$ cat src/rtl/mem_port_arbiter.sv
// mem_port_arbiter
// Shares one byte-wide single-ported memory between the instruction-fetch
// port and the data load/store port. Each 32-bit access is sequenced as four
// byte cycles, big-endian (lowest address carries bits [31:24]).
//
// Configuration macro: ARB_RR_EN
//   undefined -> fixed priority, data wins over fetch on contention
//   defined   -> round-robin, the port not granted last wins on contention
//
// Handshake: a requester raises *_req and holds it (with its address/data
// stable) until it sees its one-cycle *_ack. Requests are only sampled in
// IDLE; a request still high after its ack is served again as a new access.
module mem_port_arbiter #(
    parameter int ADDR_W = 16
) (
    input  logic              clk,
    input  logic              rst,
    input  logic              if_req,
    input  logic [31:0]       if_addr,
    output logic [31:0]       if_rdata,
    output logic              if_ack,
    input  logic              d_req,
    input  logic              d_we,
    input  logic [31:0]       d_addr,
    input  logic [31:0]       d_wdata,
    output logic [31:0]       d_rdata,
    output logic              d_ack,
    output logic [ADDR_W-1:0] mem_addr,
    output logic              mem_we,
    output logic [7:0]        mem_wdata,
    input  logic [7:0]        mem_rdata,
    output logic              busy
);

    typedef enum logic [1:0] {
        IDLE = 2'd0,
        XFER = 2'd1,
        ACK  = 2'd2
    } state_e;

    state_e            state_q, state_d;
    logic [1:0]        cnt_q, cnt_d;

    logic              any_req;
    logic              grant_data;      // 1 = data port wins this IDLE edge
    logic [31:0]       sel_addr;

    logic              gnt_data_q;      // port owning the current access
    logic              we_q;
    logic [ADDR_W-1:0] base_q;
    logic [31:0]       wdata_q;
    logic [23:0]       asm_q;           // first three bytes of a read
    logic [31:0]       if_rdata_q;
    logic [31:0]       d_rdata_q;

    logic              unused_addr_bits;

    assign any_req  = if_req | d_req;
    assign sel_addr = grant_data ? d_addr : if_addr;

    // Bits above the memory width and the byte offset are dropped on purpose.
    assign unused_addr_bits = ^{sel_addr[31:ADDR_W], sel_addr[1:0]};

`ifdef ARB_RR_EN
    logic last_data_q;                  // 0 = fetch granted last, 1 = data

    // Round-robin: on contention favour the port not granted last time;
    // a lone requester is always granted.
    always_comb begin
        if (if_req && d_req) grant_data = ~last_data_q;
        else                 grant_data = d_req;
    end

    // Record the winner of every grant.
    always_ff @(posedge clk) begin
        if (rst)                             last_data_q <= 1'b0;
        else if (state_q == IDLE && any_req) last_data_q <= grant_data;
    end
`else
    // Fixed priority: data always beats fetch.
    assign grant_data = d_req;
`endif

    // State register.
    always_ff @(posedge clk) begin
        if (rst) begin
            state_q <= IDLE;
            cnt_q   <= 2'd0;
        end else begin
            state_q <= state_d;
            cnt_q   <= cnt_d;
        end
    end

    // Next-state logic: IDLE -> XFER (4 byte cycles) -> ACK -> IDLE.
    always_comb begin
        state_d = state_q;
        cnt_d   = 2'd0;
        case (state_q)
            IDLE: begin
                if (any_req) state_d = XFER;
            end
            XFER: begin
                cnt_d = cnt_q + 2'd1;
                if (cnt_q == 2'd3) state_d = ACK;
            end
            ACK: begin
                state_d = IDLE;
            end
            default: state_d = IDLE;
        endcase
    end

    // Output decode from the current state.
    always_comb begin
        busy      = 1'b0;
        if_ack    = 1'b0;
        d_ack     = 1'b0;
        mem_addr  = '0;
        mem_we    = 1'b0;
        mem_wdata = 8'h00;
        case (state_q)
            XFER: begin
                busy     = 1'b1;
                mem_addr = base_q + {{(ADDR_W-2){1'b0}}, cnt_q};
                if (we_q) begin
                    // Reset wins over the byte in flight so an aborted store
                    // leaves the current byte untouched.
                    mem_we = ~rst;
                    case (cnt_q)
                        2'd0:    mem_wdata = wdata_q[31:24];
                        2'd1:    mem_wdata = wdata_q[23:16];
                        2'd2:    mem_wdata = wdata_q[15:8];
                        default: mem_wdata = wdata_q[7:0];
                    endcase
                end
            end
            ACK: begin
                busy   = 1'b1;
                if_ack = ~gnt_data_q;
                d_ack  = gnt_data_q;
            end
            default: ;
        endcase
    end

    // Request capture at grant, byte assembly during XFER, result update on
    // the last byte so read data is valid in the ACK cycle.
    always_ff @(posedge clk) begin
        if (rst) begin
            gnt_data_q <= 1'b0;
            we_q       <= 1'b0;
            base_q     <= '0;
            wdata_q    <= 32'h0;
            asm_q      <= 24'h0;
            if_rdata_q <= 32'h0;
            d_rdata_q  <= 32'h0;
        end else begin
            if (state_q == IDLE && any_req) begin
                gnt_data_q <= grant_data;
                we_q       <= grant_data & d_we;
                base_q     <= {sel_addr[ADDR_W-1:2], 2'b00};
                wdata_q    <= d_wdata;
            end
            if (state_q == XFER) begin
                asm_q <= {asm_q[15:0], mem_rdata};
                if (cnt_q == 2'd3 && !we_q) begin
                    if (gnt_data_q) d_rdata_q  <= {asm_q, mem_rdata};
                    else            if_rdata_q <= {asm_q, mem_rdata};
                end
            end
        end
    end

    assign if_rdata = if_rdata_q;
    assign d_rdata  = d_rdata_q;

endmodule

$ cat config.mk
export PLATFORM = sky130hd
export DESIGN_NAME = mem_port_arbiter
export DESIGN_NICKNAME = d
export VERILOG_FILES = /design/src/rtl/mem_port_arbiter.sv
export SDC_FILE = /design/constraint.sdc
export NUM_CORES = 1
export LEC_CHECK = 0
export CORE_AREA = 2 2 111 113
export DETAILED_ROUTE_END_ITERATION = 6
export DIE_AREA = 0 0 113 115
export GPL_ROUTABILITY_DRIVEN = 0
export PLACE_DENSITY = 0.9
export SLEW_MARGIN = 20
export SYNTH_ARGS = -nofsm -noshare
export SYNTH_HDL_FRONTEND = slang
export SYNTH_SLANG_ARGS = --single-unit
$ cat constraint.sdc
create_clock -name clk -period 4.7 [get_ports clk]
set_clock_uncertainty 0.2 [all_clocks]
set_input_delay 0.47 -clock clk [delete_from_list [all_inputs] [get_ports clk]]
set_output_delay 0.47 -clock clk [all_outputs]
set_load 0.01 [all_outputs]
==> summary.txt <==
Synthesis
  • Mapped Cells: 658
  • Fraction of registers with async set/reset: 0
  • Synthesized area: 0.00558 mm²
  • Register bit total from synthesis: 140
  • Mapped Nets: 776
  • Yosys warns: 0
  • Sequential share of the synthesized area: 0.503
  • Synth unique cells: 28
  • Mean Syn Cell Area: 8.48 µm²
  • Main synth FF type: dfxtp_1
  • Post-synth EDFFs: 0

Critical path
  • Worst EP required: 4030 ps
  • Crit start category: flop
  • Crit path DAT: 2520 ps
  • Worst-path fanout max: 33
  • First element of the critical path: state_q[1]
  • Critical Path Sink Type: output port
  • Worst R2R Start: state_q[1]
  • Crit Path Category: flop to output port

Global routing
  • First-pass GRT wire length: 22.5 mm
  • Initial antenna violation count: 0
  • Grt total ovfl: 0
  • Vias in the first global route: 4639
  • Largest net degree at the start of global routing: 94
  • Aggregate global-route resource usage: 0.214

Drt
  • Total iterations of the first detailed-routing run: 7
  • DRT Wirelength: 13.8 mm
  • DRT iter0 DRCs: 421
  • Vias/cell: 5.20
  • Drt drc: 10
  • Via count: 4974
  • Wirelength per Cell: 14.4 µm
  • Final ANT Viol Nets: 0

Hold path
  • Worst Hold Class: flop to flop
  • Hold_sp: if_rdata[26]

Clock tree
  • H-tree levels: 4
  • Post-CTS Setup Bufs: 0
  • Clock sink total: 140
  • Cts hold-fix bufs: 0
  • CTS tree: done
  • Worst skew pair latency: 410 ps
  • Cts bufs inserted: 17
  • Clock Tree Buf Depth: 2
  • Root Buffer: clkbuf_16
  • Post-CTS sizing: 0
  • CTS clk-pin slew, worst paths: 60 ps

Finish
  • Final Cell Area: 0.00775 mm²
  • Final #Nets: 914
  • Final non-filler cell total: 956
  • Most frequent cells in the layout: nand2_1, clkdlybuf4s50_1, dfxtp_1, a21oi_1, nor2_1
  • Area Growth Syn to Fin: 39.0%
  • Final cell utilization of the core: 0.656
  • Commonest non-fill, non-tap cell in the layout: nand2_1
  • # diodes: 0
  • Layout cell share with drive strength beyond 1: 0.0717

Die
  • Initial Util: 0.472
  • Number of I/O pins: 201
  • Rows: 40
  • Die W: 113 µm
  • DIE AREA: 0.0130 mm²
  • Die Span Y: 115 µm
  • Area of the core: 0.0118 mm²

STA
  • Worst-Margin Slew: 1030 ps
  • Rel. slew slack: 0.311
  • Final hold vios: 0
  • Endpoints failing setup: 0
  • Period utilization: 0.678
  • Post-route minimum period: 3190 ps
  • Setup TNS: 0 ps
  • Worst setup margin: 1510 ps
  • Final Slew Violations: 0
  • Max Fclk: 314 MHz
  • RSZ-0062 raised after global routing: no

Placement
  • Post-Place Cells: 924
  • Dpl cell area: 0.00719 mm²
  • Pre-CTS worst setup slack: 1820 ps
  • Detailed placer's ending HPWL: 9.18 mm
  • Number of port buffers: 164

Power and ir drop
  • Leakage: 0.00278 µW
  • Power Dens Cells: 439 mW/mm²
  • Worst vdd ir: 0.241 mV

Status
  • Status: finished with violations
  • Failing checks: DRC

Run
  • Max-cap viol count: 0
[area by class of cell]
cell class	instances	area, µm²
Tap cell	147	184
Fill cell	936	4060
Timing Repair Buffer	172	1700
Clock buffer	17	425
Sequential cell	140	2800
Inverter	4	15.0
Clock inverter	15	131
Multi-Input combinational cell	461	2490
[where the power goes]
group | internal (µW) | switching (µW)
combinational | 336 | 414
clock | 694 | 556
sequential | 1320 | 85.8
total | 2350 | 1060
[per-stage QoR]
step	hold slack [ps]	power, µW
3_5_place_dp	245	2170
3_3_place_gp	241	2150
4_1_cts	254	3420
6_report	251	3400
5_1_grt	270	3570
2_1_floorplan	236	1950
[worst max-delay path: stages, from the launching register on]
cell and delay, ps:
dfxtp_1 320, inv_1 100, ha_2 440, buf_4 480, and2_1 200, clkdlybuf4s50_1 560
[path summary, 6_finish.rpt]
kind	depth (start not counted)	end	slack [ps]
setup / recovery	5	mem_addr[1]	1510
hold / removal	2	if_rdata[26]	250
setup reg to reg	7	d_rdata[24]	2200
hold reg to reg	2	if_rdata[26]	250
[cell usage after synthesis (2+ instances only)]
| library cell | n | area, µm² |
|---|---|---|
| nand2b_1 | 2 | 12.5 |
| mux2i_1 | 39 | 390 |
| a211oi_2 | 14 | 175 |
| a222oi_1 | 8 | 80.1 |
| o21a_1 | 9 | 67.6 |
| ha_1 | 9 | 113 |
| clkbuf_1 | 17 | 63.8 |
| nor2b_1 | 2 | 12.5 |
| and2_1 | 17 | 106 |
| dfxtp_1 | 140 | 2800 |
| nand2_1 | 204 | 766 |
| nor2_1 | 48 | 180 |
| buf_1 | 2 | 7.51 |
| buf_4 | 3 | 22.5 |
| a21oi_1 | 99 | 495 |
| buf_6 | 4 | 45.0 |
| inv_1 | 4 | 15.0 |
| buf_2 | 27 | 135 |
[sequential cells by signal (all words and copies together) (netlist names)]
name	cells
base_q	14
gnt_data_q	1
we_q	1
wdata_q	32
asm_q	24
state_q	2
if_rdata	32
d_rdata	32
cnt_q	2
[per-layer routing]
metal,up-vias,track usage,share of wire
li1,2455,-,-
met1,2308,0.264,0.43
met2,185,0.361,0.48
met3,26,0.0532,0.065
met4,0,0.0854,0.021
met5,-,0,0
[logic make-up (layout without fill, tap and decap cells)]
| group | Yosys count | count (layout) | share of synthesized area |
|---|---|---|---|
| AND/OR/NAND/NOR | 281 | 281 | 0.206 |
| multiplexers | 39 | 39 | 0.0700 |
| AO/OA/AOI/OAI | 132 | 132 | 0.150 |
| buffers and inverters | 57 | 208 | 0.0518 |
| flip-flops | 140 | 140 | 0.503 |
| adder cells (fa/ha/maj) | 9 | 9 | 0.0202 |
(Power assumes the default switching activity.)
